<file path="config.mk">
export PLATFORM = sky130hd
export DESIGN_NAME = instr_mem_loader_flat
export DESIGN_NICKNAME = d
export VERILOG_FILES = /design/src/rtl/instr_mem_loader_pkg.sv /design/src/rtl/instr_mem_loader_if.sv /design/src/rtl/instr_mem_loader_byte_serializer.sv /design/src/rtl/instr_mem_loader.sv /design/src/flat_wrapper.sv
export SDC_FILE = /design/constraint.sdc
export NUM_CORES = 1
export LEC_CHECK = 0
export CORE_MARGIN = 10
export CORE_UTILIZATION = 49
export DETAILED_ROUTE_END_ITERATION = 8
export PLACE_DENSITY_LB_ADDON = 0.3
export REMOVE_ABC_BUFFERS = 1
export SLEW_MARGIN = 10
export SYNTH_ARGS = -nofsm -noshare
export SYNTH_HDL_FRONTEND = slang
export SYNTH_SLANG_ARGS = --single-unit
</file>
<file path="constraint.sdc">
create_clock -name clk -period 2.1 [get_ports clk]
set_clock_uncertainty 0.2 [all_clocks]
set_input_delay 0.42 -clock clk [delete_from_list [all_inputs] [get_ports clk]]
set_output_delay 0.42 -clock clk [all_outputs]
set_load 0.03 [all_outputs]
</file>
<file path="src/rtl/instr_mem_loader_pkg.sv">
// instr_mem_loader_pkg: shared widths, capacity, FSM state encoding and byte-lane select
package instr_mem_loader_pkg;
    localparam int WORD = 32;
    localparam int BYTE = 8;
    localparam int LINE = 42;

    typedef enum logic [1:0] {
        IDLE   = 2'd0,
        ACCEPT = 2'd1,
        WRITE  = 2'd2,
        DONE   = 2'd3
    } state_e;

    // Big-endian lane select: k=0 returns the most significant byte.
    function automatic logic [BYTE-1:0] byte_sel(input logic [WORD-1:0] w, input logic [1:0] k);
        return w[WORD-1-BYTE*int'(k) -: BYTE];
    endfunction
endpackage

</file>
<file path="src/rtl/instr_mem_loader_if.sv">
// instr_mem_loader_if: word stream (valid/ready/data/last) plus byte memory write port
//   master: drives in_valid/in_data/in_last, observes in_ready and the memory write port
//   slave : the loader; accepts words and drives mem_we/mem_addr/mem_wdata
interface instr_mem_loader_if;
    import instr_mem_loader_pkg::*;
    logic            in_valid;
    logic            in_ready;
    logic [WORD-1:0] in_data;
    logic            in_last;
    logic            mem_we;
    logic [WORD-1:0] mem_addr;
    logic [BYTE-1:0] mem_wdata;
    modport master (output in_valid, in_data, in_last, input in_ready, mem_we, mem_addr, mem_wdata);
    modport slave  (input in_valid, in_data, in_last, output in_ready, mem_we, mem_addr, mem_wdata);
endinterface

</file>
<file path="src/rtl/instr_mem_loader_byte_serializer.sv">
// instr_byte_serializer: latches a word and emits its 4 bytes MSB-first on consecutive cycles
//   load_i      : latch word_i and start at address base_i
//   we_o/addr_o/wdata_o : registered byte write port; addr held when idle
//   done_o      : high during the cycle that carries byte 3
module instr_byte_serializer
    import instr_mem_loader_pkg::*;
#(
    parameter logic [WORD-1:0] BASE_ADDR = '0
) (
    input  logic            clk,
    input  logic            rst_n,
    input  logic            load_i,
    input  logic [WORD-1:0] word_i,
    input  logic [WORD-1:0] base_i,
    output logic            we_o,
    output logic [WORD-1:0] addr_o,
    output logic [BYTE-1:0] wdata_o,
    output logic            done_o
);
    logic [WORD-1:0] word_q, addr_q;
    logic [BYTE-1:0] wdata_q;
    logic [1:0]      k_q, k_d;
    logic            we_q;

    assign k_d = k_q + 2'd1;

    always_ff @(posedge clk or negedge rst_n) begin
        if (!rst_n) begin
            word_q  <= '0;
            addr_q  <= BASE_ADDR;
            wdata_q <= '0;
            k_q     <= '0;
            we_q    <= 1'b0;
        end else if (load_i) begin
            word_q  <= word_i;
            addr_q  <= base_i;
            wdata_q <= byte_sel(word_i, 2'd0);
            k_q     <= '0;
            we_q    <= 1'b1;
        end else if (we_q) begin
            if (k_q == 2'd3) begin
                we_q <= 1'b0;
            end else begin
                k_q     <= k_d;
                addr_q  <= addr_q + WORD'(1);
                wdata_q <= byte_sel(word_q, k_d);
            end
        end
    end

    assign we_o    = we_q;
    assign addr_o  = addr_q;
    assign wdata_o = wdata_q;
    assign done_o  = we_q && (k_q == 2'd3);
endmodule

</file>
<file path="src/rtl/instr_mem_loader.sv">
// instr_mem_loader: loads a word stream into byte memory big-endian while holding the CPU
//   start_i      : one-cycle pulse, begins a session from IDLE or DONE
//   bus          : word stream in, byte write port out
//   cpu_hold_o   : high while a session is active
//   done_o       : high after a session completes, until the next start
//   overflow_o   : session ended at capacity without in_last
//   word_count_o : words written in the current or last session
module instr_mem_loader #(
    parameter int                                 LINE      = instr_mem_loader_pkg::LINE,
    parameter logic [instr_mem_loader_pkg::WORD-1:0] BASE_ADDR = '0
) (
    input  logic                       clk,
    input  logic                       rst_n,
    input  logic                       start_i,
    instr_mem_loader_if.slave          bus,
    output logic                       cpu_hold_o,
    output logic                       done_o,
    output logic                       overflow_o,
    output logic [$clog2(LINE+1)-1:0]  word_count_o
);
    import instr_mem_loader_pkg::*;
    localparam int CW = $clog2(LINE+1);

    state_e          state_q;
    logic [WORD-1:0] ptr_q;
    logic [CW-1:0]   cnt_q, cnt_d;
    logic            last_q, hold_q, done_q, ovf_q;
    logic            load, ser_done;

    assign bus.in_ready = (state_q == ACCEPT);
    assign load         = bus.in_ready && bus.in_valid;
    assign cnt_d        = cnt_q + CW'(1);

    always_ff @(posedge clk or negedge rst_n) begin
        if (!rst_n) begin
            state_q <= IDLE;
            ptr_q   <= BASE_ADDR;
            cnt_q   <= '0;
            last_q  <= 1'b0;
            hold_q  <= 1'b0;
            done_q  <= 1'b0;
            ovf_q   <= 1'b0;
        end else begin
            case (state_q)
                IDLE, DONE: if (start_i) begin
                    state_q <= ACCEPT;
                    ptr_q   <= BASE_ADDR;
                    cnt_q   <= '0;
                    hold_q  <= 1'b1;
                    done_q  <= 1'b0;
                    ovf_q   <= 1'b0;
                end
                ACCEPT: if (bus.in_valid) begin
                    last_q  <= bus.in_last;
                    state_q <= WRITE;
                end
                WRITE: if (ser_done) begin
                    ptr_q <= ptr_q + WORD'(4);
                    cnt_q <= cnt_d;
                    // in_last takes priority, so a last word that fills capacity is not an overflow
                    if (last_q || cnt_d == CW'(LINE)) begin
                        state_q <= DONE;
                        done_q  <= 1'b1;
                        hold_q  <= 1'b0;
                        ovf_q   <= !last_q;
                    end else begin
                        state_q <= ACCEPT;
                    end
                end
                default: state_q <= IDLE;
            endcase
        end
    end

    instr_byte_serializer #(.BASE_ADDR(BASE_ADDR)) u_ser (
        .clk     (clk),
        .rst_n   (rst_n),
        .load_i  (load),
        .word_i  (bus.in_data),
        .base_i  (ptr_q),
        .we_o    (bus.mem_we),
        .addr_o  (bus.mem_addr),
        .wdata_o (bus.mem_wdata),
        .done_o  (ser_done)
    );

    assign cpu_hold_o   = hold_q;
    assign done_o       = done_q;
    assign overflow_o   = ovf_q;
    assign word_count_o = cnt_q;
endmodule

</file>
<file path="src/flat_wrapper.sv">
// flat-port wrapper written by rule: the top's interface ports become plain ports
module instr_mem_loader_flat import instr_mem_loader_pkg::*;
#(
    parameter int                                 LINE      = instr_mem_loader_pkg::LINE,
    parameter logic [instr_mem_loader_pkg::WORD-1:0] BASE_ADDR = '0
)
  (clk, rst_n, start_i, cpu_hold_o, done_o, overflow_o, word_count_o, bus_in_valid, bus_in_data, bus_in_last, bus_in_ready, bus_mem_we, bus_mem_addr, bus_mem_wdata);
  instr_mem_loader_if bus_i ();
  input  logic clk;
  input  logic rst_n;
  input  logic start_i;
  output logic cpu_hold_o;
  output logic done_o;
  output logic overflow_o;
  output logic [$clog2(LINE+1)-1:0] word_count_o;
  input wire logic [$bits(bus_i.in_valid)-1:0] bus_in_valid;
  input wire logic [$bits(bus_i.in_data)-1:0] bus_in_data;
  input wire logic [$bits(bus_i.in_last)-1:0] bus_in_last;
  output wire logic [$bits(bus_i.in_ready)-1:0] bus_in_ready;
  output wire logic [$bits(bus_i.mem_we)-1:0] bus_mem_we;
  output wire logic [$bits(bus_i.mem_addr)-1:0] bus_mem_addr;
  output wire logic [$bits(bus_i.mem_wdata)-1:0] bus_mem_wdata;
  assign bus_i.in_valid = bus_in_valid;
  assign bus_i.in_data = bus_in_data;
  assign bus_i.in_last = bus_in_last;
  assign bus_in_ready = bus_i.in_ready;
  assign bus_mem_we = bus_i.mem_we;
  assign bus_mem_addr = bus_i.mem_addr;
  assign bus_mem_wdata = bus_i.mem_wdata;
  instr_mem_loader #(.LINE(LINE), .BASE_ADDR(BASE_ADDR)) u_core (.clk(clk), .rst_n(rst_n), .start_i(start_i), .bus(bus_i), .cpu_hold_o(cpu_hold_o), .done_o(done_o), .overflow_o(overflow_o), .word_count_o(word_count_o));
endmodule
</file>
* Yosys cells after proc, flatten, opt, wreduce, memory -nomap -nowiden
Cells that the tools add are included.
Operators by class: $add $sub $neg 5, reductions and logical operators 13, shift-type cells 1, muxes and demuxes 34, eq/ne operators 10
Operator list (count):
- $mux W32 | 5
- $pmux W32 S2 | 1
- $shiftx A39 B6 Y8 | 1
- $add A32 B1 Y32 const B | 1
- $add A32 B3 Y32 const B | 1
- $mux W8 | 3
- $mux W2 | 7
- $mux W6 | 2
- $pmux W6 S2 | 1
- $mux W1 | 11
- $add A6 B1 Y6 const B | 1
- $eq A2 B2 Y1 const B | 3
- $eq A6 B6 Y1 const B | 1
- $ne A2 B1 Y1 const B | 3
- $pmux W1 S2 | 3
- $pmux W2 S3 | 1
- $reduce_and A3 Y1 | 2
- $sub A5 B5 Y6 const A | 1
- $ne A2 B2 Y1 const B | 2
- $reduce_and A2 Y1 | 2
- $reduce_and A4 Y1 | 1
- $reduce_bool A2 Y1 | 2
- $add A2 B1 Y2 const B | 1
- $eq A2 B1 Y1 const B | 1
- other kinds (5) | 6
Storage, ports and cells: logic and storage cells 75, register bits 119, input port bits 37

* Longest topological paths before layout
depth in word-level cells 6, gate-level depth with buffers 9, gate-level depth less buffers 7

* Cells and area by module
Synthesis repeated with hierarchy kept, for this count alone.
Unflattened totals: cells, all modules 623, area, all modules 6227.2 µm²
By module, submodules not included:
- instr_byte_serializer | cells an instance 351, seq. area each 1876.8 µm², area each 3754.9 µm², times used 1
- instr_mem_loader | cells an instance 272, seq. area each 1051.0 µm², area each 2472.4 µm², times used 1

* Worst setup path after synthesis
Ideal clock, no wire load.
path type flip-flop to flip-flop, from register u_core.state_q[0], to register u_core.ptr_q[22], path buffers 1, data arrival time 2040 ps, path slack -218 ps, clock period less this slack 2318 ps, library setup time 78 ps, cell stages (with the launch flop) 9, cell sequence dfrtp_1 -> inv_1 -> ha_1 -> nor2b_1 -> a211oi_4 -> nand4_2 -> buf_2 -> or3_1 -> a21oi_1
Between the ends: cells in the longest elaborated chain, start to end 4, elaborated cells between the ends (all ways) 9
Ends and longest elaborated chain:
- start: declaration | RTL line instr_mem_loader.sv:24 | state_e state_q;
- start signal: assignment | RTL line instr_mem_loader.sv:36 | state_q <= IDLE;
- start signal: assignment | RTL line instr_mem_loader.sv:46 | state_q <= ACCEPT;
- start signal: assignment | RTL line instr_mem_loader.sv:55 | state_q <= WRITE;
- $eq A2 B2 Y1 or $logic_not A2 Y1 (tied branches) | RTL line instr_mem_loader.sv:44 | case (state_q)
- $reduce_or A2 Y1 | RTL line instr_mem_loader.sv:44
- $ne A2 B2 Y1 (no line) or $reduce_bool A2 Y1 (tied branches)
- $reduce_and A3 Y1 (no line)
- end signal: assignment | RTL line instr_mem_loader.sv:58 | ptr_q <= ptr_q + WORD'(4);
- end: declaration | RTL line instr_mem_loader.sv:25 | logic [WORD-1:0] ptr_q;
Parallel ways exist; a longest one is shown, timed or not. A chain may end at the register's enable or synchronous reset.

* Worst setup path in the final report
from register u_core.state_q[0], to register u_core.ptr_q[12]
The elaborated chain is that of the path after synthesis.

==> flow_summary.ini <==
[cells_and_area]
num-nets-final = 799
fin_cells = 909
num_antenna_cells = 0
layout-drive-gt1-share_pct = 21.7
fillerInstances = 791
synthToLayoutAreaGrowth_pct = 43.0

[detailed_routing]
vias_per_cell = 5.65
wirelength_met1_um = 6730
met2_length_um = 7940
wl_per_cell_um = 18.0
route.met3.wl_um = 1360
drt_iter0_markers = 468
top_layer = met4
wirelength_um = 16300
antenna_left = 0
drc_errors = 0
drtPass1Iterations = 5
num_vias = 5135

[clocking]
cts_buffers = 17
clk_latency_ns = 0.41
clockBufferDepth = 2
cts_tree = yes
h-tree-depth = 4
ctsRootBufferMaster = clkbuf_16
path_clk_slew_ns = 0.06
clock_sinks = 117

[sta]
maxSlewHeadroom_pct = 66.8
fin_ws_ns = -0.270
setup_viol = 35
drv_slew = 0
period_share_pct = 113
hold_viol_final = 0
max_freq_mhz = 422
rsz0062_at_grt = yes
worst_hold_slack_ns = 0.255
worstMarginPinSlew_ns = 0.497
period_minus_slack_ns = 2.37
setup_tns_ns = -5.18

[logic_synthesis]
synthSimpleGateAreaFrac_pct = 23.6
syn_avg_cell_area_um2 = 9.42
synth_xor_area_share_pct = 7.31
yosysTopAreaCell = dfrtp_1
seq_area_frac_synth_pct = 50.9
synth_fa_ha_area_share_pct = 1.74
synth_area_um2 = 5750
synth_ff_type = dfrtp_1
yosysUniqueCellTypes = 44
synthMuxAreaShare_pct = 5.04
synth.area.top_cells = dfrtp_1, nand2_1, xor2_1, mux4_2, nand3_1
synth_common_cells = nand2_1, dfrtp_1, xor2_1
synth_top_family_by_area = simple AND/OR/NAND/NOR gates
yosysMostFrequentCell = nand2_1
synth_compound_area_share_pct = 8.48
syn_inst = 611
synth_edf_count = 0
ys_seq_elements = 117
synthArstFlopShare_pct = 100
yosysTopAreaCellShare_pct = 50.9
yosys_warnings = 0

[pwr]
vdd_drop_max_mv = 0.704
powerDensity_nw_per_um2 = 1270
p_leak_nw = 3.88

[setup_path]
setup.worst_path.class = flop to flop
required_ns = 2.19
cp_slowest_stage_delay_ns = 0.40
critPathCaptureType = flop
timing.rr.start = u_core.state_q[0]
crit_path_top_delay_cell = dfrtp_1
worstSetupStartpoint = u_core.state_q[0]
crit_path_cell_trace = inv_2 -> ha_4 -> nor2b_4 -> a211oi_4 -> buf_4 -> buf_12 -> buf_8 -> nand4_1 -> xor2_1 -> nor2_1
setup.worst_path.start_class = flop
critPathMaxFanout = 5
cp.arrival_ns = 2.46

[flow_run]
max_cap_violations = 0

[placement]
io_buffers = 87
dp.cells = 855
place_hpwl_um = 10100
gp_congestion = 0.824

[min_path]
hold_path.class = primary input to asynchronous set/reset pin

[floorplan]
die_area_um2 = 16500
core_um2 = 11500
io_pins = 88
initial_core_util_pct = 50.2
die_height_um = 128
die_width_um = 128
rows = 39

[grt]
antenna_found_initial = 0
grt_pass1_vias = 5139
grt_max_degree = 72
overflow = 0
grt_pass1_wl_um = 24700
grt_usage_pct = 18.2

[status]
violations = negative setup slack
status = finished, violations left
-- final timing paths --
check	endpoint	slack, ns	cells past startpoint
setup / recovery	u_core.ptr_q[12]	-0.27	10
hold / removal	u_core.ptr_q[7]	0.26	2
setup reg to reg	u_core.ptr_q[12]	-0.27	10
hold reg to reg	u_core.u_ser.word_q[29]	0.27	2
max in group asynchronous	u_core.u_ser.k_q[1]	0.84	3
min in group clk	u_core.u_ser.word_q[29]	0.27	2
-- logic make-up (layout without fill, tap and decap cells) --
family | after synthesis | after routing
compound gates | 86 | 86
xor+xnor | 48 | 48
fa+ha+maj | 8 | 8
buf+inv | 43 | 197
flops | 117 | 117
mux | 19 | 19
simple gates | 290 | 291
-- layer usage --
layer | track usage [%] | vias to the layer above
met3 | 6.41 | 33
met1 | 22.4 | 2516
li1 | - | 2398
met4 | 6.89 | 0
met5 | 0 | -
met2 | 28.8 | 188
-- metrics by stage --
stage / setup WS (ns) / area, um2 / total power, mW / utilization (%)
6_report: -0.270 / 8230 / 10.5 / 71.8
5_1_grt: -0.357 / 8230 / 11.0 / 71.8
4_1_cts: -0.166 / 7800 / 9.66 / 68.0
3_5_place_dp: -0.426 / 7080 / 6.54 / 61.8
3_3_place_gp: -0.339 / 7080 / 6.41 / 61.8
2_1_floorplan: -1.18 / 5640 / 5.09 / -
-- power by group --
part | internal [mW] | leakage (nW) | switching (mW)
Combinational | 2.12 | 2.04 | 2.26
Clock | 1.95 | 0.289 | 0.992
Sequential | 2.77 | 1.55 | 0.360
Total | 6.84 | 3.88 | 3.61
-- final cells by class --
| cell class | count | area, um2 | share of cell area, % |
|---|---|---|---|
| clock inverters | 8 | 124 | 1.51 |
| flip-flops and latches | 117 | 2930 | 35.6 |
| inverters | 15 | 56.3 | 0.684 |
| multi-input cells | 452 | 2990 | 36.3 |
| repair buffers | 151 | 1480 | 18.0 |
| clock buffers | 23 | 478 | 5.81 |
| well taps | 143 | 179 | 2.17 |
-- what timing repair did --
| action | in CTS | in global routing |
|---|---|---|
| resized for setup | 64 | 71 |
| setup endpoints to repair | 69 | 51 |
| gates cloned | 1 | 1 |
| hold endpoints to repair | 20 | 0 |
| pin swaps | 8 | 28 |
| buffers inserted | 7 | 14 |
| hold buffers | 1 | 0 |
-- registers in the layout, summed over array words and instances, names as in the netlist --
name	count
u_core.last_q	1
u_core.u_ser.wdata_o	8
u_core.u_ser.word_q	32
u_core.overflow_o	1
u_core.u_ser.we_o	1
u_core.ptr_q	30
u_core.word_count_o	6
u_core.state_q	2
u_core.u_ser.addr_o	32
u_core.done_o	1
u_core.cpu_hold_o	1
u_core.u_ser.k_q	2
-- worst max-delay path: cells and delay by family (launching register included) --
kind | cells | cell delay (ns)
XOR/XNOR | 1 | 0.22
AND/OR/NAND/NOR | 3 | 0.36
buffers and inverters | 4 | 0.51
AO/OA/AOI/OAI | 1 | 0.37
flip-flops | 1 | 0.40
adder cells (fa/ha/maj) | 1 | 0.21
-- layout by cell type (no fill, tap or decap), drive strengths merged, types with 5 or more instances in the layout --
cell           instances
or4                    5
mux4                   8
inv                   15
dlygate4sd2           39
o21ai                 55
nor4                   5
xor2                  34
a21oi                 15
xnor2                 14
clkdlybuf4s50         40
buf                   64
nand4                 25
nand2                154
mux2i                 11
clkbuf                24
ha                     8
or3                   11
nor2                  29
and3                   9
nand3                 33
nor3                   9
dfrtp                117
dlymetal6s2s           6
o31ai                  7
Power figures use the tool's default switching activity.
